===== src/rtl/bram_arb_pkg.sv =====
// rtl/bram_arb_pkg.sv - shared types and defaults for the port-B BRAM arbiter
package bram_arb_pkg;

    typedef enum logic {
        ARB_IDLE   = 1'b0,
        ARB_LOCKED = 1'b1
    } arb_state_t;

    localparam int DEF_AW     = 32;
    localparam int DEF_DW     = 8;
    localparam int DEF_RD_LAT = 2;

    localparam int REQ_KEY  = 0;
    localparam int REQ_AES  = 1;
    localparam int REQ_HASH = 2;

endpackage


===== src/rtl/bram_portb_arbiter_rr_arbiter.sv =====
// rtl/bram_portb_arbiter_rr_arbiter.sv - round-robin pick with rotating priority pointer
module rr_arbiter #(
    parameter int N_REQ = 3,
    parameter int IW    = 2
) (
    input  logic             clk,
    input  logic             rst_n,
    input  logic [N_REQ-1:0] req,
    input  logic             advance,
    output logic             valid,
    output logic [IW-1:0]    pick
);

    logic [IW-1:0] ptr;

    // First requester at or after ptr, wrapping modulo N_REQ.
    always_comb begin
        int idx;
        valid = 1'b0;
        pick  = '0;
        idx   = 0;
        for (int i = 0; i < N_REQ; i++) begin
            idx = (int'(ptr) + i) % N_REQ;
            if (!valid && req[idx]) begin
                valid = 1'b1;
                pick  = IW'(idx);
            end
        end
    end

    always_ff @(posedge clk or negedge rst_n) begin
        if (!rst_n) begin
            ptr <= '0;
        end else if (advance && valid) begin
            ptr <= (pick == IW'(N_REQ - 1)) ? '0 : pick + IW'(1);
        end
    end

endmodule


===== src/rtl/bram_portb_arbiter.sv =====
// rtl/bram_portb_arbiter.sv - port-B BRAM arbiter: round-robin grant, burst lock, read-return steering
// Optional address range checking: BRAM_ADDR_RANGE_CHECK_EN
module bram_portb_arbiter
    import bram_arb_pkg::*;
#(
    parameter int N_REQ           = 3,
    parameter int AW              = DEF_AW,
    parameter int DW              = DEF_DW,
    parameter int RD_LAT          = DEF_RD_LAT,
    parameter logic [AW-1:0] ADDR_MAX = AW'(32'h0000_0FFF)
) (
    input  logic                clk,
    input  logic                rst_n,
    input  logic [N_REQ-1:0]    req,
    input  logic [N_REQ-1:0]    lock,
    input  logic [N_REQ-1:0]    we,
    input  logic [N_REQ*AW-1:0] addr,
    input  logic [N_REQ*DW-1:0] wdata,
    output logic [N_REQ-1:0]    gnt,
    output logic [N_REQ-1:0]    rvalid,
    output logic [DW-1:0]       rdata,
    output logic [N_REQ-1:0]    err,
    output logic [AW-1:0]       mem_addr,
    output logic [DW-1:0]       mem_din,
    input  logic [DW-1:0]       mem_dout,
    output logic                mem_we,
    output logic                busy
);

    localparam int IW = (N_REQ > 1) ? $clog2(N_REQ) : 1;

`ifdef BRAM_ADDR_RANGE_CHECK_EN
    localparam bit RANGE_EN = 1'b1;
`else
    localparam bit RANGE_EN = 1'b0;
`endif

    arb_state_t        state;
    logic [IW-1:0]     owner;
    logic              lock_hold;
    logic              rr_valid;
    logic [IW-1:0]     rr_pick;
    logic              gnt_any;
    logic [IW-1:0]     gnt_id;
    logic [AW-1:0]     sel_addr;
    logic [DW-1:0]     sel_wdata;
    logic              sel_we;
    logic              sel_lock;
    logic              oob;
    logic              issue;
    logic [RD_LAT-1:0] pipe_v;
    logic [IW-1:0]     pipe_id [RD_LAT];

    // The lock owner keeps the port only while both its req and lock stay high.
    assign lock_hold = (state == ARB_LOCKED) && req[owner] && lock[owner];

    rr_arbiter #(
        .N_REQ (N_REQ),
        .IW    (IW)
    ) u_rr (
        .clk     (clk),
        .rst_n   (rst_n),
        .req     (req),
        .advance (!lock_hold),
        .valid   (rr_valid),
        .pick    (rr_pick)
    );

    assign gnt_any   = rst_n && (lock_hold || rr_valid);
    assign gnt_id    = lock_hold ? owner : rr_pick;
    assign gnt       = gnt_any ? (N_REQ'(1) << gnt_id) : '0;
    assign sel_addr  = addr[gnt_id*AW +: AW];
    assign sel_wdata = wdata[gnt_id*DW +: DW];
    assign sel_we    = we[gnt_id];
    assign sel_lock  = lock[gnt_id];

    // Out-of-range requests are still consumed so the requester does not stall.
    assign oob   = RANGE_EN && (sel_addr > ADDR_MAX);
    assign err   = (gnt_any && oob) ? gnt : '0;
    assign issue = gnt_any && !oob;

    assign busy = (state == ARB_LOCKED) || (|pipe_v) || (|rvalid);

    always_ff @(posedge clk or negedge rst_n) begin
        if (!rst_n) begin
            state    <= ARB_IDLE;
            owner    <= '0;
            mem_we   <= 1'b0;
            mem_addr <= '0;
            mem_din  <= '0;
            rvalid   <= '0;
            rdata    <= '0;
            pipe_v   <= '0;
            for (int k = 0; k < RD_LAT; k++) begin
                pipe_id[k] <= '0;
            end
        end else begin
            mem_we <= issue && sel_we;
            if (issue) begin
                mem_addr <= sel_addr;
                mem_din  <= sel_wdata;
            end

            pipe_v[0]  <= issue && !sel_we;
            pipe_id[0] <= gnt_id;
            for (int k = 1; k < RD_LAT; k++) begin
                pipe_v[k]  <= pipe_v[k-1];
                pipe_id[k] <= pipe_id[k-1];
            end

            // Last stage lines up with mem_dout for the read issued RD_LAT cycles ago.
            rvalid <= pipe_v[RD_LAT-1] ? (N_REQ'(1) << pipe_id[RD_LAT-1]) : '0;
            if (pipe_v[RD_LAT-1]) begin
                rdata <= mem_dout;
            end

            if (!lock_hold) begin
                if (gnt_any && sel_lock) begin
                    state <= ARB_LOCKED;
                    owner <= gnt_id;
                end else begin
                    state <= ARB_IDLE;
                end
            end
        end
    end

endmodule

===== config.mk =====
export PLATFORM = sky130hd
export DESIGN_NAME = bram_portb_arbiter
export DESIGN_NICKNAME = d
export VERILOG_FILES = /design/src/rtl/bram_arb_pkg.sv /design/src/rtl/bram_portb_arbiter_rr_arbiter.sv /design/src/rtl/bram_portb_arbiter.sv
export SDC_FILE = /design/constraint.sdc
export NUM_CORES = 1
export LEC_CHECK = 0
export CORE_MARGIN = 2
export CORE_UTILIZATION = 35
export CTS_BUF_LIST = sky130_fd_sc_hd__clkbuf_4 sky130_fd_sc_hd__clkbuf_8 sky130_fd_sc_hd__clkbuf_16
export DETAILED_ROUTE_END_ITERATION = 8
export GPL_ROUTABILITY_DRIVEN = 1
export PLACE_DENSITY = 0.82
export REMOVE_ABC_BUFFERS = 1
export SLEW_MARGIN = 20
export SYNTH_ARGS = -nofsm -noshare
export SYNTH_HDL_FRONTEND = slang
export SYNTH_SLANG_ARGS = --single-unit

===== constraint.sdc =====
create_clock -name clk -period 2.5 [get_ports clk]
set_clock_uncertainty 0.1 [all_clocks]
set_input_delay 0.375 -clock clk [delete_from_list [all_inputs] [get_ports clk]]
set_output_delay 0.375 -clock clk [all_outputs]
set_load 0.02 [all_outputs]

Word level (Yosys, flattened, before mapping). Cells that the tools add are included.

Memories: 0. Latch bits: 0. Input bits: 139. Memory bits (read-only): 0. Register bits: 63. Output and inout bits: 59. Memory bits (writable): 0.

Shift-type cells: 4. $add $sub $neg: 3. Bitwise operators: 1. Order comparisons: 5. Muxes and demuxes: 28. Eq/ne operators: 1. Multipliers: 0. Reductions and logical operators: 19. Divide/modulo/power cells: 3.

Operator list (count): $lt A32 B4 Y1 const B (3); $shiftx A96 B8 Y32 (1); $mod A32 B3 Y32 const B (2); $mod A3 B3 Y32 const B (1); $shiftx A24 B6 Y8 (1); $bmux W1 S2 (7); $mux W1 (14); $mux W2 (5); $logic_and A1 B1 Y1 (9); $lt A2 B3 Y1 const B (2); $mux W3 (2); $shl A1 B2 Y3 const A (2); $logic_not A1 Y1 (4); $add A2 B1 Y3 const B (1); $add A2 B2 Y3 const B (1); $logic_or A1 B1 Y1 (3); $reduce_or A3 Y1 (1); $add A2 B1 Y2 const B (1); $eq A2 B2 Y1 const B (1); $reduce_and A2 Y1 (1); $reduce_or A2 Y1 (1); $not A1 Y1 (1).

Longest topological paths before layout.
Depth after elaboration: 16. Gate-level depth with buffers: 12. Depth with buffers taken out: 9.

Hierarchy. A second synthesis with hierarchy kept.

Cell total of the unflattened synthesis: 363. Area total of the unflattened synthesis: 3673.5 sq um.

Modules (own cells, without submodules): bram_portb_arbiter (times used 1, area an instance 3308.2 sq um, cells each 318); rr_arbiter (times used 1, area an instance 365.4 sq um, cells each 45).

Worst setup path after synthesis. OpenSTA, ideal clock, no wires.

Kind: register to output. From: register u_rr.ptr[0]. To: output port gnt[0]. Path buffers: 3. Setup slack: -0.295 ns. Arrival time: 2.320 ns. Stages on the path, launching flop included: 11. Cell sequence: dfrtp_1 -> inv_1 -> ha_1 -> clkbuf_1 -> o21ai_1 -> nor3b_1 -> nor2_2 -> or2_1 -> buf_4 -> buf_4 -> nor2_1.

Cells in the longest elaborated chain, start to end: 14.

RTL lines: start, declared (RTL line bram_portb_arbiter_rr_arbiter.sv:14) `logic [IW-1:0] ptr;`; start signal, assigned (RTL line bram_portb_arbiter_rr_arbiter.sv:35) `ptr <= (pick == IW'(N_REQ - 1)) ? '0 : pick + IW'(1);`; parallel branches: the longest is 13 deep, another holds $mod A32 B3 Y32; $mux W3 * (RTL line bram_portb_arbiter.sv:71) `assign gnt = gnt_any ? (N_REQ'(1) << gnt_id) : '0;`; end, declared (RTL line bram_portb_arbiter.sv:19) `output logic [N_REQ-1:0] gnt,`.

Every way passes the cells marked *. The select of a mux whose other input is x is not followed.

Final worst setup path.
From: register u_rr.ptr[1]. To: output port gnt[2].

The elaborated chain is that of the path after synthesis.

==> results.txt <==
Layout Nets - 692
Yosys cell types - 46
Clock root buffer master - clkbuf_8
Main flop type after synthesis - dfrtp_1
Initial antenna violation count - 0
Status - finished, violations left
Final Hold Fails - 0
Post-Syn Instances - 321
Cell Count Post-Placement - 662
Endpoints failing setup - 48
RSZ-0062 raised after global routing - true
Via count - 3494
Vias in the first global route - 3744
Terminus of the critical flop-to-flop path - owner[1]$_DFFE_PN0P_
Die height - 104 µm
Tightest Pin Transition - 0.795 ns
Iter 0 DRT Violations - 147
CTS Sinks - 63
Top cell type's share of synthesized area - 44.9%
Crit path kind - reg -> out
Residual DRC - 0
Final Non-Filler Cells - 687
Clock Pin Slew Worst Setup and Hold Paths - 0.08 ns
Max clock buf depth - 2
# fillers - 794
Boundary Pins - 198
CP arrival - 2.47 ns
Sequential share of the synthesized area - 44.9%
Area of the core - 0.00977 mm²
Clock Latency Late Sink - 0.34 ns
Worst setup SP type - flip-flop
Warnings from Yosys - 0
Area contributors post-synth - dfrtp_1, mux2i_1, a2bb2oi_1
Place WS - -0.966 ns
Fin crit share - 118%
Count of pins over their slew limit - 0
Via density - 5.09
Required time worst endpoint - 2.03 ns
R2R depth - 12
Gr usage total - 20.8%
Post-Syn Area - 0.00351 mm²
Area growth syn-to-layout - 78.5%
CTS tree - done
Initial core utilization - 35.9%
Tmin final - 2.95 ns
EDFF count, synth - 0
Die Wd - 104 µm
Failing checks - negative setup slack
Mapped Avg Cell Area - 10.9 µm²
Seq cells post-synth - 63
CP Max Fanout - 3
Global-route wire length before repair - 18100 µm
CTS Buf Count - 9
Pin count of the biggest net entering global routing - 65
Total wire length - 11200 µm
Congestion Overflow GR - 0
Placer Congestion - 0.880
Lkg Pwr - 0.00264 µW
Worst VDD drop - 0.616 mV
R2R Path Start - u_rr.ptr[1]$_DFFE_PN0P_
F_max - 339 MHz
# rows - 36
Layout cells sized above 1 - 19.5%
Reg2Reg Setup Slack - -0.43 ns
Die Area - 0.0108 mm²
Post-synth ARST share - 100%
Antenna-violating nets left - 0
First-pass iteration count of the detailed router - 6
DR WL/cell - 16.4 µm
Detail Placement HPWL - 8230 µm
Slew HR - 47.0%
Hold crit path type - in -> async
Element type at the critical path end - output pin
Synth area leader - dfrtp_1
Ant diodes - 0
Final worst slack - -0.449 ns
PwrDens - 1480 mW/mm²
PortBufs - 194
Max Cap Violations - 0
H-tree levels - 3
Hold buffer count at cts - 0
==> how the worst max path moves through the flow <==
stage | from | to
CTS | u_rr.ptr[0]$_DFFE_PN0P_ | gnt[1]
finish | u_rr.ptr[1]$_DFFE_PN0P_ | gnt[2]
detailed placement | req[0] | gnt[2]
global placement | req[1] | gnt[2]
floorplan | u_rr.ptr[1]$_DFFE_PN0P_ | mem_addr[16]$_DFFE_PN0P_
global route | u_rr.ptr[0]$_DFFE_PN0P_ | gnt[2]
==> cell usage after synthesis, drive strengths merged (2+ instances only) <==
cell     instances
a211oi           2
buf             23
nand2           24
nor2            23
o21a             3
a221o           18
o22ai            2
dfrtp           63
o21ai           27
mux2i           46
a2bb2oi         23
nand2b           4
ha               4
nor3b            3
nand3b           4
nor2b            4
inv              4
clkbuf           6
mux2            12
and3b            3
nor3             8
==> report_power, final <==
group / switching, µW / leakage [µW] / internal, µW / total (µW)
clock: 435 / 0.000115 / 575 / 1010
combinational: 3030 / 0.00174 / 3410 / 6440
sequential: 295 / 0.000786 / 1510 / 1810
total: 3760 / 0.00264 / 5500 / 9260
==> registers in the layout (all words and copies together) (netlist names) <==
signal	cells
rdata	8
owner	2
pipe_v	2
mem_din	8
mem_we	1
rvalid	3
mem_addr	32
u_rr.ptr	2
state	1
pipe_id	4
==> layer usage <==
metal	wire, µm	up-vias	global-route usage, %
met4	223	0	6.27
met5	0	-	0
met1	4140	1659	22.3
li1	-	1644	-
met3	956	23	8.15
met2	5920	168	37.8
==> layout by cell type, fill, tap and decap left out, types with 2 or more instances in the layout <==
cell / count
a211oi_2: 2
a221o_1: 18
a2bb2oi_1: 23
and3b_1: 3
buf_12: 2
buf_4: 37
buf_6: 11
buf_8: 2
bufinv_16: 2
clkbuf_8: 10
clkdlybuf4s50_1: 188
clkinv_4: 2
conb_1: 3
dfrtp_1: 63
dlygate4sd2_1: 2
ha_4: 4
inv_1: 2
inv_2: 2
inv_6: 3
mux2_2: 9
mux2_4: 2
mux2i_1: 42
mux2i_2: 4
nand2_1: 24
nand2b_1: 4
nand3b_1: 3
nor2_1: 21
nor2_4: 2
nor2b_1: 3
nor3_1: 8
o21a_1: 3
o21ai_1: 23
o21ai_2: 2
o22ai_1: 2
==> through the flow <==
| step | total power, µW | instance area [µm²] | util [%] | hold WS [ns] | setup TNS (ns) |
|---|---|---|---|---|---|
| after floorplan | 5160 | 3350 | - | -0.0206 | -65.20 |
| after global placement | 7500 | 5780 | 59.2 | 0.233 | -27.79 |
| after detailed placement | 7650 | 5780 | 59.2 | 0.235 | -32.75 |
| after CTS | 8970 | 6130 | 62.7 | 0.202 | -14.46 |
| after global routing | 9860 | 6260 | 64.1 | 0.240 | -20.63 |
| final | 9260 | 6260 | 64.1 | 0.182 | -14.39 |
==> final cells by class <==
cell class                      instances  area, µm²  share of cell area (%)
Clock buffer                            9        124                    1.98
Clock inverter                          7        104                    1.66
Inverter                                4       15.0                   0.240
Multi-Input combinational cell        227       1890                    30.1
Sequential cell                        63       1580                    25.2
Tap cell                              133        166                    2.66
Timing Repair Buffer                  244       2390                    38.2
==> worst max-delay path, stage by stage, from the launching register on <==
cell      delay [ns]
dfrtp_1         0.45
inv_2           0.08
buf_4           0.15
ha_4            0.15
nand2b_1        0.13
mux2i_1         0.19
buf_4           0.19
o41ai_4         0.09
buf_4           0.16
buf_4           0.14
nor3b_4         0.25
buf_6           0.16
==> kinds of logic (layout without fill, tap and decap cells) <==
family / Yosys count / in the layout / synth area share (%)
muxes: 58 / 58 / 17.0
AOI/OAI and AO/OA: 84 / 84 / 20.0
and+or+nand+nor: 78 / 78 / 11.3
other: 1 / 3 / 0.107
adders and majority gates: 4 / 4 / 1.43
DFF: 63 / 63 / 44.9
buffers and inverters: 33 / 264 / 5.24
==> repair_timing <==
action	CTS	global route
setup buffers	5	6
resized for setup	40	19
setup endpoints to repair	48	48
cloned	0	0
pin swaps	14	9
Note: power is estimated with default switching activity, not from simulation.
